### src/rtl/seq_det_ctrl.sv
`default_nettype none
// ============================================================================
// Module      : seq_det_ctrl
// Description : Run-controlled programmable serial pattern detector with
//               Mealy match strobe, match counter and completion target.
// Revision    : 1.0 - initial release
// ============================================================================
module seq_det_ctrl #(
   parameter int MAX_LEN = 8,
   parameter int CNT_W   = 8
) (
   input  logic                         clk,
   input  logic                         reset,
   input  logic                         cfg_we,
   input  logic [MAX_LEN-1:0]           cfg_pattern,
   input  logic [$clog2(MAX_LEN+1)-1:0] cfg_len,
   input  logic                         cfg_overlap,
   input  logic [CNT_W-1:0]             cfg_target,
   input  logic                         start,
   input  logic                         abort,
   input  logic                         x,
   input  logic                         x_valid,
   output logic                         z,
   output logic                         busy,
   output logic                         done,
   output logic [CNT_W-1:0]             match_count,
   output logic                         cfg_err
);

   localparam int                 c_len_w       = $clog2(MAX_LEN+1);
   localparam logic [c_len_w-1:0] c_max_len     = c_len_w'(MAX_LEN);
   localparam logic [c_len_w-1:0] c_def_len     = c_len_w'(4);
   localparam logic [MAX_LEN-1:0] c_def_pattern = MAX_LEN'(4'b1011);

   typedef enum logic [1:0] {
      S_IDLE = 2'd0,
      S_RUN  = 2'd1,
      S_DONE = 2'd2
   } state_t;

   state_t               r_state;
   state_t               w_state_nxt;
   logic                 w_start_run;

   logic [MAX_LEN-1:0]   r_pattern;
   logic [c_len_w-1:0]   r_len;
   logic                 r_overlap;
   logic [CNT_W-1:0]     r_target;

   logic [MAX_LEN-2:0]   r_hist;
   logic [c_len_w-1:0]   r_fill;
   logic [CNT_W-1:0]     r_count;
   logic                 r_cfg_err;

   logic [MAX_LEN-1:0]   w_cand;
   logic [MAX_LEN-1:0]   w_mask;
   logic                 w_fill_ok;
   logic                 w_match;
   logic [CNT_W-1:0]     w_count_inc;
   logic                 w_len_ok;
   logic                 w_cfg_load;

   // Oldest history bits beyond the pattern length are masked off, so a
   // single full-width compare serves every length including len=1.
   assign w_cand      = {r_hist, x};
   assign w_mask      = ~({MAX_LEN{1'b1}} << r_len);
   assign w_fill_ok   = ({1'b0, r_fill} + 1'b1) >= {1'b0, r_len};
   assign w_match     = (r_state == S_RUN) && x_valid && w_fill_ok &&
                        (((w_cand ^ r_pattern) & w_mask) == '0);
   assign w_count_inc = (r_count == '1) ? r_count : r_count + 1'b1;
   assign w_len_ok    = (cfg_len != '0) && (cfg_len <= c_max_len);
   assign w_cfg_load  = cfg_we && (r_state != S_RUN) && w_len_ok;

   always_ff @(posedge clk) begin
      if (reset) begin
         r_state <= S_IDLE;
      end else begin
         r_state <= w_state_nxt;
      end
   end

   always_comb begin
      w_state_nxt = r_state;
      w_start_run = 1'b0;
      case (r_state)
         S_IDLE, S_DONE: begin
            if (start) begin
               w_state_nxt = S_RUN;
               w_start_run = 1'b1;
            end
         end
         S_RUN: begin
            if (abort) begin
               w_state_nxt = S_IDLE;
            end else if (w_match && (r_target != '0) && (w_count_inc == r_target)) begin
               w_state_nxt = S_DONE;
            end
         end
         default: w_state_nxt = S_IDLE;
      endcase
   end

   always_ff @(posedge clk) begin
      if (reset) begin
         r_pattern <= c_def_pattern;
         r_len     <= c_def_len;
         r_overlap <= 1'b1;
         r_target  <= '0;
         r_hist    <= '0;
         r_fill    <= '0;
         r_count   <= '0;
         r_cfg_err <= 1'b0;
      end else begin
         r_cfg_err <= cfg_we && ((r_state == S_RUN) || !w_len_ok);
         if (w_cfg_load) begin
            r_pattern <= cfg_pattern;
            r_len     <= cfg_len;
            r_overlap <= cfg_overlap;
            r_target  <= cfg_target;
         end
         if (w_start_run) begin
            r_hist  <= '0;
            r_fill  <= '0;
            r_count <= '0;
         end else if ((r_state == S_RUN) && x_valid) begin
            r_hist <= w_cand[MAX_LEN-2:0];
            // Non-overlapping mode restarts only the fill gate; history keeps shifting.
            if (w_match && !r_overlap) begin
               r_fill <= '0;
            end else if (r_fill != c_max_len) begin
               r_fill <= r_fill + 1'b1;
            end
            if (w_match) begin
               r_count <= w_count_inc;
            end
         end
      end
   end

   assign z           = w_match;
   assign busy        = (r_state == S_RUN);
   assign done        = (r_state == S_DONE);
   assign match_count = r_count;
   assign cfg_err     = r_cfg_err;

endmodule
`default_nettype wire

### config.mk
export PLATFORM = sky130hd
export DESIGN_NAME = seq_det_ctrl
export DESIGN_NICKNAME = d
export VERILOG_FILES = /design/src/rtl/seq_det_ctrl.sv
export SDC_FILE = /design/constraint.sdc
export NUM_CORES = 1
export LEC_CHECK = 0
export CORE_MARGIN = 2
export CORE_UTILIZATION = 50
export CTS_BUF_LIST = sky130_fd_sc_hd__clkbuf_8
export CTS_CLUSTER_SIZE = 40
export DETAILED_ROUTE_END_ITERATION = 8
export PLACE_DENSITY = 0.76
export SYNTH_ARGS = -nofsm -noshare
export SYNTH_HDL_FRONTEND = slang
export SYNTH_SLANG_ARGS = --single-unit
### constraint.sdc
create_clock -name clk -period 2.4 [get_ports clk]
set_input_delay 0.36 -clock clk [delete_from_list [all_inputs] [get_ports clk]]
set_output_delay 0.36 -clock clk [all_outputs]
set_load 0.02 [all_outputs]
Word level (Yosys, flattened, before mapping)
Cells that the tools add are included.

storage, ports and cells
  flip-flop bits (word level) = 43
  input bits = 28

operators by class
  add/subtract/negate cells = 3
  $lt $le $gt $ge = 2
  equality and inequality tests = 8
  shifts and indexed selects = 1
  muxes and demuxes = 9
  bitwise operators = 3
  reduce and logical (&&, ||, !) cells = 23

operators with widths
  kind                 number
  $logic_and 1x1->1    10
  $add 8x1->8 const B  1
  $and 8x8->8          1
  $eq 8x8->1           1
  $eq 8x8->1 const B   1
  $logic_not 8->1      1
  $mux 4               2
  $mux 8               1
  $not 8->8            1
  $reduce_bool 8->1    1
  $shl 8x4->8 const A  1
  $xor 8x8->8          1
  $mux 2               3
  $reduce_and 2->1     3
  $add 4x1->5 const B  1
  $ge 5x4->1           1
  $add 4x1->4 const B  1
  $le 4x4->1 const B   1
  $ne 4x4->1 const B   1
  $pmux 2 s2           1
  $reduce_bool 4->1    1
  $reduce_or 2->1      2
  $ne 3x2->1 const B   1
  $eq 2x1->1 const B   1
  8 further kinds      10

Depth between registers and ports, before layout
Gate-level depths: netlist of the first run.

  word-level depth = 10
  depth in mapped cells = 10
  mapped depth without buffers = 9

Worst setup path after synthesis of the first run
No wires, ideal clock.

  path type = reg-to-output
  start point = register r_fill[0]
  end point = output z
  arrival = 1.848 ns
  path slack = 0.192 ns
  stages on the path, launching flop included = 9
  cells stage by stage = dfxtp_1 > inv_1 > ha_1 > ha_1 > a21o_1 > a21o_1 > a21oi_1 > nor3_4 > buf_6

between the ends
  cells in the longest elaborated chain, start to end = 4

RTL lines
  what                             RTL line  text
  start, declared                  51        logic [c_len_w-1:0] r_fill;
  start signal, assigned           131       r_fill <= r_fill + 1'b1;
  $add 4x1->5                      67        assign w_fill_ok = ({1'b0, r_fill} + 1'b1) >= {1'b0, r_len};
  $ge 5x4->1                       67
  $logic_and 1x1->1 (2 in series)  68        assign w_match = (r_state == S_RUN) && x_valid && w_fill_ok &&
  end, declared                    23        output logic z,

No other way between the ends.

Worst setup path in the final report of the first run
Same ends and word-level chain as after synthesis.

==> results of run 1 <==
## worst register-to-register path, delay by kind of cell (launching register included)
family	cells	cell delay (ps)
simple gates	1	240
compound gates	4	610
fa+ha+maj	2	430
buf+inv	2	380
flops	1	330
xor+xnor	1	140
## kinds of logic (layout without fill, tap and decap cells)
family / after synthesis / in the layout
and+or+nand+nor: 126 / 126
buffers and inverters: 24 / 76
AOI/OAI and AO/OA: 66 / 66
xor gates and xnor gates: 21 / 21
muxes: 3 / 3
DFF: 43 / 43
adders and majority gates: 8 / 8
## cells in the mapped netlist (all sizes together), types with 3 or more instances
cell type  count  area share (%)
buf            6             1.6
nor4           4             1.1
nor2          14             2.3
xnor2         13             5.3
nor2b          3            0.82
a41oi          4             1.5
nand3b         5             1.6
a31oi          3            0.82
o21ai          9             2.0
a21o           4             1.3
a311oi         4             1.5
a21oi         33             7.2
nand2         68              11
dfxtp         43              37
clkbuf        11             1.8
ha             7             3.8
xor2           8             3.1
nand3          6             1.3
mux2i          3             1.3
inv            7             1.1
nor3          11             3.1
## state kept, by name, summed over array words and instances (netlist names)
signal and cells:
r_pattern 8, r_target 8, r_fill 4, r_overlap 1
r_state 2, match_count 8, r_len 4, cfg_err 1
r_hist 7
## through the flow
step | setup slack [ps] | cells | hold slack [ps] | utilization [%] | area [sq um]
finish | 97.7 | 395 | 476 | 68.5 | 3000
global route | 11.4 | 395 | 498 | 68.5 | 3000
CTS | 1.10 | 395 | 478 | 66.9 | 2930
detailed placement | -148 | 388 | 467 | 65.0 | 2850
global placement | -132 | 388 | 458 | 65.0 | 2850
floorplan | 192 | 291 | 438 | - | 2300
## repair_timing
item / 4_1_cts / 5_1_grt
gates resized for setup: 5 / 13
endpoints found under the setup margin: 1 / 5
pin swaps: 1 / 7
## worst paths after layout
check,cells after the start,end,startpoint
worst max-delay path,8,z,r_fill[0]
worst min-delay path,2,r_target[6],r_target[6]
worst max register to register,10,match_count[4],r_fill[0]
worst min register to register,2,r_target[6],r_target[6]
## routing by layer
metal | global-route usage [%] | vias to the layer above | routed length (um)
li1 | - | 1119 | -
met2 | 33.3 | 57 | 2470
met3 | 5.20 | 12 | 247
met1 | 30.1 | 995 | 2610
met5 | 0 | - | 0
met4 | 8.60 | 0 | 95
## power by group through the flow
stage	Clock (mW)	Sequential, mW	Combinational [mW]
after floorplan	0	0.774	0.120
after global placement	0	0.775	0.209
after detailed placement	0	0.776	0.213
after CTS	0.486	0.759	0.215
after global routing	0.517	0.763	0.245
final	0.475	0.760	0.221
## layout by cell type, fill, tap and decap left out, types with 2 or more instances in the layout
cell type | synthesis | layout
nor4_1 | 4 | 3
buf_6 | 1 | 3
and4_1 | 2 | 2
ha_1 | 7 | 4
ha_4 | 0 | 3
o21ai_0 | 8 | 8
nor2_1 | 14 | 14
clkdlybuf4s50_1 | 0 | 38
nor3_1 | 9 | 9
a311oi_1 | 4 | 4
xnor2_1 | 12 | 12
dfxtp_1 | 43 | 41
a31oi_1 | 3 | 3
nor3b_1 | 2 | 2
nand3b_1 | 5 | 5
inv_1 | 7 | 6
nand2_1 | 68 | 68
a21o_1 | 4 | 4
xor2_1 | 8 | 8
nor2b_1 | 3 | 3
nand2b_1 | 2 | 2
a41oi_1 | 4 | 4
a21oi_1 | 33 | 32
nand3_1 | 6 | 6
buf_4 | 0 | 21
clkbuf_8 | 0 | 6
mux2i_1 | 3 | 3
dfxtp_2 | 0 | 2
and2_1 | 2 | 2
## cell type report
| type | count | area (sq um) | area share (%) |
|---|---|---|---|
| Timing Repair Buffer | 62 | 572 | 19.0 |
| Sequential cell | 43 | 863 | 28.8 |
| Clock inverter | 1 | 5.00 | 0.167 |
| Multi-Input combinational cell | 224 | 1390 | 46.2 |
| Clock buffer | 6 | 82.6 | 2.75 |
| Tap cell | 52 | 65.1 | 2.17 |
| Inverter | 7 | 26.3 | 0.875 |
==> flow_summary.ini, run 1 <==
[worst_hold_path]
hold_path_class = reg2reg

[global_routing]
antenna_found_initial = 0
track_usage_pct = 21.9
grt_pass1_wl_um = 8980
grt_pass1_vias = 2050
grt_max_degree = 23
grt_overflow = 0

[synthesis]
synth.avg_cell_area_sq_um = 7.89
synth_top_family_by_area = simple AND/OR/NAND/NOR gates
synth_compound_area_share_pct = 17.8
yosys_register_bits = 43
synth_xor_area_share_pct = 8.33
async_flop_share_pct = 0
ys.warnings.count = 0
synth-simple-area-share_pct = 26.3
synth_area_sq_um = 2300
synthDistinctLibCells = 47
synth.net_count = 326
synth_fa_ha_area_share_pct = 4.30
synth_cells = 291
synthMuxAreaShare_pct = 1.31
ys.flop_type = dfxtp_1
synth_edf_count = 0
seq_area_frac_synth_pct = 37.5

[worst_setup_path]
critPathArrivalTime_ps = 1940
path_buf_inv = 2
ff2ff_setup_slack_ps = 190
path_delay_family = adder cells
cp_max_fo = 6
startpoint_type = flop
crit_slowest_cell = dfxtp_2
crit_chain = buf_6 -> ha_4 -> xor2_1 -> ha_1 -> a21o_1 -> a21oi_4 -> nor3_4 -> buf_6
slowest_delay_ps = 330
required_ps = 2040
worstSetupEndpointType = output port
path_common_cell = buf_6
path_class = reg2out

[sta]
tns_ps = 0
hold_viol = 0
skew_ps = 11.1
relSlewSlack_pct = 65.9
fmax_ghz = 0.434
fin_crit_sh_pct = 95.9
worst_pin_slew_ps = 508
setup_viol = 0
rsz0062_at_grt = no
slew_violations = 0
period_needed_ps = 2300

[clock_network]
cts.sinks = 43
post_cts.repair.setup_buffers = 0
clk_pin_slew_worst_paths_ps = 80
tritoncts = built
ctsHoldBuffers = 0
root_buffer = clkbuf_8
numCtsBuffers = 5
clockBufferDepth = 2
clkLatencyLatePin_ps = 300
htreeDepth = 2

[pwr]
ir_worst_vdd_v = 0.000353
power.switching_mw = 0.375
netSwitchingFraction_pct = 25.8
power.total_mw = 1.46
clkPwrFrac_pct = 32.6
power_frac_seq_pct = 52.2
internal-power_mw = 1.08
p_leak_nw = 1.17
p_comb_share_pct = 15.2
power_density_nw_per_um2 = 485

[floorplanning]
start_util_pct = 52.4
die_h_um = 71.8
die_x_um = 71.8
row_count = 24
io_pins = 40
die_area_sq_um = 5150
core_sq_um = 4380

[finish]
num-nets-final = 378
syn2layout_area_growth_pct = 30.7
num_antenna_cells = 0
drive_gt1_share_pct = 14.0
fill_cells = 381

[drt]
first_pass_iters = 5
wl_per_cell_um = 13.7
drt-total-wl_um = 5420
vias_per_cell = 5.53
route.antenna.remaining_nets = 0
drc_errors = 0
drtIter0Drc = 163
vias = 2183

[placed_design]
dp_hpwl_um = 3900
io_buffers = 39
place.gp.congestion = 0.825

[job]
maxCapViolCount = 0

[status]
outcome = finished, final reports clean
(Power assumes the default switching activity.)
==> run 2, diff against run 1 <==
--- a/config.mk
+++ b/config.mk
@@ -6,11 +6,11 @@
 export NUM_CORES = 1
 export LEC_CHECK = 0
 export CORE_MARGIN = 2
-export CORE_UTILIZATION = 50
+export CORE_UTILIZATION = 49
 export CTS_BUF_LIST = sky130_fd_sc_hd__clkbuf_8
 export CTS_CLUSTER_SIZE = 40
 export DETAILED_ROUTE_END_ITERATION = 8
-export PLACE_DENSITY = 0.76
+export PLACE_DENSITY = 0.78
 export SYNTH_ARGS = -nofsm -noshare
 export SYNTH_HDL_FRONTEND = slang
 export SYNTH_SLANG_ARGS = --single-unit
==> constraint.sdc (replaced) <==
create_clock -name clk -period 2.1 [get_ports clk]
set_input_delay 0.315 -clock clk [delete_from_list [all_inputs] [get_ports clk]]
set_output_delay 0.315 -clock clk [all_outputs]
set_load 0.02 [all_outputs]
==> run 2 against run 1 <==
  * The run now ends with negative setup slack left
  * Final cell count rose by 2.3%
  * Critical path depth unchanged
  * Global-route usage is 1.6 points higher
  * Worst hold slack better by 7.6 ps
  * Clock-buffer cell count is 1 lower
  * Final area grew 3.6%
  * Die area is 1.9% higher
  * Clock skew shrank 2.2 ps
  * Combinational power up 17%
  * Critical endpoint unchanged
  * Largest cell class unchanged
==> flow_summary.ini, run 2 (synthesis results as in run 1) <==
[drt]
drt-total-wl_um = 5820
drtIter0Drc = 212
drc_errors = 0
vias_per_cell = 5.54
wl_per_cell_um = 14.4
route.antenna.remaining_nets = 0
vias = 2240
first_pass_iters = 4

[worst_setup_path]
ff2ff_setup_slack_ps = -90
startpoint_type = flop
r2r_cells = 11
cp_max_fo = 4
r2r-start = r_fill[0]
r2r-end = match_count[2]
required_ps = 1780
critPathArrivalTime_ps = 1970
path_class = reg2out
worstSetupEndpointType = output port

[worst_hold_path]
hp-start = r_target[6]
hold_depth = 2
hold_path_class = reg2reg
holdPathEnd = r_target[6]

[clock_network]
clkLatencyLatePin_ps = 310
ctsHoldBuffers = 0
clockBufferDepth = 2
root_buffer = clkbuf_8
htreeDepth = 2
clk_pin_slew_worst_paths_ps = 80
cts.sinks = 43
tritoncts = built
numCtsBuffers = 5

[sta]
rsz0062_at_grt = yes
setup_viol = 12
holdWs_ps = 484
worst_slack_ps = -186
slew_violations = 0
hold_viol = 0
period_needed_ps = 2290
tns_ps = -742
fin_crit_sh_pct = 109
worst_pin_slew_ps = 405
relSlewSlack_pct = 72.9
fmax_ghz = 0.437
skew_ps = 8.85

[floorplanning]
die_x_um = 72.5
die_area_sq_um = 5250
start_util_pct = 51.7
row_count = 24
core_sq_um = 4440
io_pins = 40
die_h_um = 72.5

[finish]
drive_gt1_share_pct = 15.9
final_area_sq_um = 3110
num-nets-final = 386
num_antenna_cells = 0
layout_commonest_cell = nand2_1
fill_cells = 336
layout_common_cells = nand2_1 (68), dfxtp_1 (40), clkdlybuf4s50_1 (38)
syn2layout_area_growth_pct = 35.3

[placed_design]
place.gp.congestion = 0.908
io_buffers = 39
dpl_cell_area_sq_um = 2860
dp_hpwl_um = 4070

[global_routing]
track_usage_pct = 23.5
grt_pass1_vias = 2091
antenna_found_initial = 0
grt_max_degree = 26
grt_pass1_wl_um = 9630
grt_overflow = 0

[pwr]
p_leak_nw = 1.23
power_density_nw_per_um2 = 613
ir_worst_vdd_v = 0.000476
power.total_mw = 1.91

[job]
maxCapViolCount = 0

[status]
outcome = finished with violations
failed_checks = negative setup slack
run 2: worst max-delay path by stage:
stage	from	to	slack (ps)	depth (start not counted)
2_1_floorplan	r_fill[0]	match_count[0]	10	10
3_3_place_gp	x_valid	z	-340	7
3_5_place_dp	r_fill[1]	z	-390	8
4_1_cts	r_fill[0]	z	-190	8
5_1_grt	r_fill[0]	z	-260	8
6_report	r_fill[0]	z	-190	8
run 2: critical path, cell delays in order, from the launching register on:
cell and delay [ps]:
dfxtp_2 350, buf_4 140, ha_1 260, nand2b_1 170
a21o_1 190, a21o_1 180, a21oi_4 160, nor3_4 70
buf_6 140
run 2: layout make-up:
type	count	area (sq um)	share of cell area [%]
multi-input cells	224	1380	44.4
clock inverters	3	67.6	2.17
well taps	52	65.1	2.09
clock buffers	5	68.8	2.21
repair buffers	70	636	20.4
inverters	7	26.3	0.845
flip-flops and latches	43	865	27.8
run 2: metrics by stage:
| stage | util (%) | setup slack, ps | std cells |
|---|---|---|---|
| 2_1_floorplan | - | 10.0 | 291 |
| 3_3_place_gp | 64.4 | -339 | 389 |
| 3_5_place_dp | 64.4 | -391 | 389 |
| 4_1_cts | 69.0 | -190 | 400 |
| 5_1_grt | 70.0 | -255 | 404 |
| 6_report | 70.0 | -186 | 404 |
run 2: report_power, final:
group          internal, mW  leakage, nW  switching [mW]  total [mW]
logic                 0.138        0.819           0.121       0.259
clock network         0.474       0.0644           0.305       0.779
registers             0.843        0.351          0.0262       0.869
total                  1.46         1.23           0.452        1.91
run 2: metal layers:
metal  track usage, %  wire length [um]
met1             31.4              2760
met4             8.02                85
met2             37.9              2690
met3             4.86               288
met5                0                 0
run 2: what timing repair did:
| item | in CTS | in global routing |
|---|---|---|
| endpoints found under the setup margin | 12 | 15 |
| pin swaps | 7 | 0 |
| resized for setup | 13 | 3 |
| gates cloned | 0 | 0 |
| setup buffers | 3 | 4 |
